<file path="src/rtl/psel_ppart.sv">
// psel_ppart: radix-4 Booth partial-product generator for the 16x16 MAC.
// The PSEL recoder turns each 3-bit multiplier window into one-hot select
// lines. The PPART selector then picks +X, +2X, -X or -2X for each row.
// All rows, the correction row and the negation carry-ins are registered.
module psel_ppart (
    input  logic        CLK,
    input  logic        RST,
    input  logic        in_valid,
    input  logic [15:0] x,
    input  logic [15:0] y,
    input  logic        unsign_x,
    input  logic        unsign_y,
    input  logic        sub,
    output logic        out_valid,
    output logic [17:0] pp0,
    output logic [17:0] pp1,
    output logic [17:0] pp2,
    output logic [17:0] pp3,
    output logic [17:0] pp4,
    output logic [17:0] pp5,
    output logic [17:0] pp6,
    output logic [17:0] pp7,
    output logic [16:0] pp8,
    output logic [16:0] cin
);

    // One-hot-or-zero Booth digit select lines for a single row.
    typedef struct packed {
        logic p1;
        logic p2;
        logic m1;
        logic m2;
    } psel_t;

    // Recode a window {y[2k+1], y[2k], y[2k-1]} into select lines.
    // A subtract swaps the plus and minus selects, which negates the digit.
    function automatic psel_t psel(input logic [2:0] w, input logic neg);
        psel_t s;
        s = '0;
        unique case (w)
            3'b001, 3'b010: s.p1 = 1'b1;
            3'b011:         s.p2 = 1'b1;
            3'b100:         s.m2 = 1'b1;
            3'b101, 3'b110: s.m1 = 1'b1;
            default:        s = '0;
        endcase
        if (neg) begin
            s = '{p1: s.m1, p2: s.m2, m1: s.p1, m2: s.p2};
        end
        return s;
    endfunction

    logic        x16;
    logic [17:0] x1p, x2p, x1m, x2m;
    logic [16:0] y_ext;
    logic        q8, p8, m8;
    psel_t       sel;

    logic [7:0][17:0] pp_d, pp_q;
    logic [16:0]      pp8_d, pp8_q;
    logic [16:0]      cin_d, cin_q;
    logic             valid_q;

    // Build the extended multiplicand, then recode and select every row.
    always_comb begin
        // NOTE: every variable written here gets a default first, so no path leaves a value unassigned and no latch is inferred.
        pp_d  = '0;
        pp8_d = '0;
        cin_d = '0;
        sel   = '0;

        // Two sign copies let +/-2X of the most negative X fit in 18 bits.
        x16 = ~unsign_x & x[15];
        x1p = {x16, x16, x};
        x2p = {x1p[16:0], 1'b0};
        x1m = ~x1p;
        x2m = {x1m[16:0], 1'b0};

        // y[-1] is the implicit zero below the LSB.
        y_ext = {y, 1'b0};

        for (int k = 0; k < 8; k++) begin
            sel = psel(y_ext[2*k +: 3], sub);
            pp_d[k] = ({18{sel.p1}} & x1p) | ({18{sel.p2}} & x2p)
                    | ({18{sel.m1}} & x1m) | ({18{sel.m2}} & x2m);
            // A negated row is a one's complement, so its +1 is deferred to cin.
            cin_d[2*k]     = sel.m1;
            cin_d[2*k + 1] = sel.m2;
        end

        // An unsigned Y with its top bit set needs one extra +/-X row at 2^16.
        q8 = unsign_y & y[15];
        p8 = q8 & ~sub;
        m8 = q8 & sub;
        pp8_d     = ({17{p8}} & x1p[16:0]) | ({17{m8}} & x1m[16:0]);
        cin_d[16] = m8;
    end

    // Capture the rows on in_valid and hold them otherwise. out_valid follows in_valid.
    always_ff @(posedge CLK or posedge RST) begin
        if (RST) begin
            valid_q <= 1'b0;
            pp_q    <= '0;
            pp8_q   <= '0;
            cin_q   <= '0;
        end else begin
            // NOTE: sequential state uses non-blocking assignments so every flop samples pre-edge values.
            valid_q <= in_valid;
            if (in_valid) begin
                pp_q  <= pp_d;
                pp8_q <= pp8_d;
                cin_q <= cin_d;
            end
        end
    end

    assign out_valid = valid_q;
    assign pp0       = pp_q[0];
    assign pp1       = pp_q[1];
    assign pp2       = pp_q[2];
    assign pp3       = pp_q[3];
    assign pp4       = pp_q[4];
    assign pp5       = pp_q[5];
    assign pp6       = pp_q[6];
    assign pp7       = pp_q[7];
    assign pp8       = pp8_q;
    assign cin       = cin_q;

endmodule

</file>
<file path="config.mk">
export PLATFORM = sky130hd
export DESIGN_NAME = psel_ppart
export DESIGN_NICKNAME = d
export VERILOG_FILES = /design/src/rtl/psel_ppart.sv
export SDC_FILE = /design/constraint.sdc
export NUM_CORES = 1
export LEC_CHECK = 0
export CAP_MARGIN = 30
export CORE_MARGIN = 1
export CORE_UTILIZATION = 59
export CTS_BUF_LIST = sky130_fd_sc_hd__clkbuf_4
export DETAILED_ROUTE_END_ITERATION = 7
export PLACE_DENSITY_LB_ADDON = 0.1
export SLEW_MARGIN = 0
export SYNTH_ARGS = -nofsm -noshare
export SYNTH_HDL_FRONTEND = slang
export SYNTH_SLANG_ARGS = --single-unit
export TNS_END_PERCENT = 30
</file>
<file path="constraint.sdc">
create_clock -name CLK -period 12.1 [get_ports CLK]
set_input_delay 2.42 -clock CLK [delete_from_list [all_inputs] [get_ports CLK]]
set_output_delay 2.42 -clock CLK [all_outputs]
set_load 0.01 [all_outputs]
</file>
# == Word-level counts from Yosys, hierarchy flattened ==
# Index checks and enable logic that the tools add are counted.
# W data, S select, Z words.
# op_classes
n_eq_ne,45
mux,39
n_bitwise,66
n_reduce_logical,14
# ops
op,count
$and A18 B18 Y18,32
$or A18 B18 Y18,24
$eq A3 B3 Y1 const B,21
$eq A3 B2 Y1 const B,14
$and A17 B17 Y17,2
$mux W4,8
$mux W1,31
$reduce_or A2 Y1,14
$eq A3 B1 Y1 const B,7
$not A18 Y18,1
$or A17 B17 Y17,1
$and A1 B1 Y1,4
$eq A2 B2 Y1 const B,2
$eq A2 B1 Y1 const B,1
$not A1 Y1,2
# word_totals
ff_bits,179
inputBits,38
output_inout_bits,179
wordCells,175

# == Logic depth before layout (Yosys ltp) ==
# logic_depth
word_depth,8
depth_mapped,9
depth_no_buf,4

# == Least setup slack after synthesis ==
# OpenSTA, ideal clock, no wires.
# synth_path
path_kind,in2reg
from,input sub
to,register pp_q (netlist bit pp1[14])
setup_ps,126
arrival_ps,3792
required_time_ps,11974
slack_ps,8182
stages,7
path_buffers,4
path_cell_list,buf_6 -> buf_12 -> buf_12 -> buf_6 -> a31o_2 -> mux2_4 -> a221o_1
# synth_via
elab_chain_len,5
word_cells_on_any_way,8
cone_classes,mux (1); bitwise (7)
# synth_rtl
item,line_no,rtl
from (decl),13,"input logic sub,"
$mux W4 *,47,if (neg) begin
$and A18 B18 Y18,84,pp_d[k] = ({18{sel.p1}} & x1p) | ({18{sel.p2}} & x2p)
$or A18 B18 Y18,84,
$or A18 B18 Y18,85,| ({18{sel.m1}} & x1m) | ({18{sel.m2}} & x2m);
$or A18 B18 Y18 *,85,
to (signal assigned),110,pp_q <= pp_d;
to (decl),59,"logic [7:0][17:0] pp_d, pp_q;"
# Mark *: on every way between the ends. The rest lies on a longest branch, timed or not.
# A chain may end at the register's enable or synchronous reset.

# == Final worst setup path ==
# layout_path
from,input y[3]
to,register cin_q[2] (netlist: cin[2])
# layout_via
elab_chain_len,4
word_cells_on_any_way,9
cone_classes,eq/ne (4); mux (3); reduce/logical (2)
# layout_rtl
item,line_no,rtl
from (decl),10,"input logic [15:0] y,"
$eq A3 B3 Y1 (tied with other cells),40,unique case (w)
$reduce_or A2 Y1,40,
$mux W1,40,
$mux W4 *,47,
to (signal assigned),112,cin_q <= cin_d;
to (decl),61,"logic [16:0] cin_d, cin_q;"
# Marks and branches as above.

==> metrics.md <==
| Metric | Value |
|---|---|
| Status | completed |
| I/O Buffers | 216 |
| Max rail drop VDD | 0.06817 mV |
| Final setup viols | 0 |
| Slew at the pin closest to its max-slew limit | 1.101 ns |
| Routed WL per cell | 20.98 um |
| Synth Instances | 1,239 |
| Detailed Route WL | 33,630 um |
| Final Max Slew Viols | 0 |
| DR iter-0 viols | 1,341 |
| Crit path max fanout | 22 |
| Synthesized cell area | 0.01119 mm2 |
| Largest net degree at the start of global routing | 113 |
| Total GRT Usage | 34.19% |
| CP endpoint kind | register |
| Setup TNS | 0 ns |
| DP HPWL | 21,160 um |
| Yosys top cell area share | 40.04% |
| RSZ-0062 raised after global routing | no |
| Worst relative slew slack | 26.35% |
| Startpoint Class | input pin |
| Nets | 1,398 |
| GR Overflow Total | 0 |
| Initial antenna violation count | 1 |
| Pre-antenna DRT Iters | 8 |
| Mean Syn Cell Area | 9.029 um2 |
| Req. time, crit path | 12.64 ns |
| Die area | 0.01952 mm2 |
| Synth Flop Type | dfrtp_1 |
| Setup Fix Bufs, Post-CTS | 0 |
| Max clock buf depth | 2 |
| Htree depth | 4 |
| Most frequent cells in the layout | clkdlybuf4s50_1 (214), dfrtp_1 (179), a21oi_1 (145) |
| DRC viols | 0 |
| CTS sink cnt | 179 |
| Vias per cell | 6.593 |
| Fmax | 0.2315 GHz |
| Most common cell after layout, fill and taps aside | clkdlybuf4s50_1 |
| Worst-skew pair later-pin latency | 0.60 ns |
| Register area share after synthesis | 40.04% |
| TritonCTS clock tree | done |
| Tmin final | 4.319 ns |
| Power per cell area | 123.1 mW/mm2 |
| FP Rows | 49 |
| Syn_nets | 1,277 |
| Share of cells above drive strength 1 | 7.939% |
| # IOs | 217 |
| Die Ht | 139.7 um |
| Async set or reset register ratio after synthesis | 100.0% |
| Num CTS Buffers | 17 |
| # Max-Cap Violations | 0 |
| Finished layout cell area | 0.01367 mm2 |
| Die X | 139.7 um |
| Post-cts sizing count | 0 |
| Clk root buf | clkbuf_4 |
| Clock transition at path regs | 0.16 ns |
| First-pass GRT wire length | 52,660 um |
| Syn-to-layout area delta | 22.18% |
| Worst Path Arrival | 4.86 ns |
| Distinct cell type count after synthesis | 61 |
| Gp weighted congestion | 0.8491 |
| Hold buffers post-CTS | 0 |
| Placed instance area | 0.01330 mm2 |
| Synth top area cells | dfrtp_1 (40%), xnor2_1 (8.1%), a21oi_1 (6.5%), a221oi_1 (4.9%), nor2_1 (3.9%) |
| Fill count | 1,365 |
| Synth warn | 0 |
| Antenna Nets Post-Route | 0 |
| Final period util | 35.69% |
| Hold Violations, Final | 0 |
| Detailed-route via count | 10,570 |
| Worst Hold Class | reg2reg |
| Area leader, netlist | dfrtp_1 |
| Vias in the first global route | 9,602 |
| Leakage | 0.005405 uW |
| Starting Density | 61.23% |
| Setup Crit Path Kind | in2reg |
| Clock skew | 0 ns |
| Yosys reg bits | 179 |
| Core area | 0.01827 mm2 |
| Post-synth EDFFs | 0 |
==> Yosys cell counts (6+ instances only) <==
library cell	number
dfrtp_1	179
a21oi_1	145
nor2_1	117
xnor2_1	104
clkbuf_1	85
nand2_1	69
a221oi_1	62
nand3_1	42
buf_2	40
o21ai_0	39
inv_1	32
nor2b_1	30
o2bb2ai_1	28
a222oi_1	23
a22oi_1	21
and2_1	20
mux2i_1	18
a221o_1	16
xor2_1	14
o22ai_1	13
buf_1	12
nand2b_1	12
o221ai_1	12
a31oi_1	10
a31o_2	6
mux2_2	6
nor3_1	6
==> report_power, final <==
group | internal (uW) | switching [uW]
combinational | 291 | 291
clock | 129 | 238
sequential | 679 | 54.8
total | 1100 | 583
==> worst max-delay path: stages <==
cell and delay, ns:
clkdlybuf4s50_1 1.06, xnor2_1 0.18, nor2_1 0.88, mux2_2 0.31
==> layer usage <==
metal,vias up,track usage (%),part of all wire (%)
met1,5090,47.78,41
met2,667,51.55,45
met3,81,7.158,9.9
li1,4730,-,-
met4,0,14.40,3.6
met5,-,0,0
==> through the flow <==
stage | setup slack [ns] | power (uW) | std cells | hold slack (ns) | util [%]
after global routing | 7.754 | 1759 | 1603 | 0.5269 | 74.81
final | 7.781 | 1683 | 1603 | 0.5084 | 74.81
after global placement | 7.220 | 1296 | 1559 | 0.4728 | 71.84
after CTS | 7.865 | 1681 | 1600 | 0.5122 | 74.50
after detailed placement | 7.240 | 1316 | 1568 | 0.4721 | 72.82
after floorplan | 4.821 | 1058 | 1239 | 0.5213 | -
==> logic make-up after synthesis <==
group	share of synthesized area (%)
AO/OA/AOI/OAI	24.85
multiplexers	2.349
flip-flops	40.04
AND/OR/NAND/NOR	14.65
buffers and inverters	7.248
XOR/XNOR	10.86
==> state kept, by name (all words and copies together) (netlist names) <==
| register | count |
|---|---|
| pp8 | 17 |
| pp7 | 18 |
| pp3 | 18 |
| pp5 | 18 |
| pp2 | 18 |
| pp4 | 18 |
| out_valid | 1 |
| cin | 17 |
| pp1 | 18 |
| pp0 | 18 |
| pp6 | 18 |
==> layout make-up <==
cell class | instances | area [um2] | share of cell area [%]
Antenna cell | 1 | 2.502 | 0.01831
Clock buffer | 17 | 127.6 | 0.9337
Clock inverter | 15 | 178.9 | 1.309
Inverter | 33 | 128.9 | 0.9429
Multi-Input combinational cell | 879 | 5897 | 43.14
Sequential cell | 179 | 4479 | 32.77
Tap cell | 229 | 286.5 | 2.096
Timing Repair Buffer | 250 | 2567 | 18.78
==> worst paths after layout <==
check,from,end,slack [ns],cells after the start
setup / recovery,y[3],cin[2],7.78,4
hold / removal,pp8[11],pp8[11],0.51,1
setup reg to reg,pp1[13],pp1[13],11.08,2
hold reg to reg,pp8[11],pp8[11],0.51,1
max in group asynchronous,RST,pp5[12],9.18,4
min in group asynchronous,RST,pp0[3],2.07,2
Note: power is estimated with default switching activity, not from simulation.
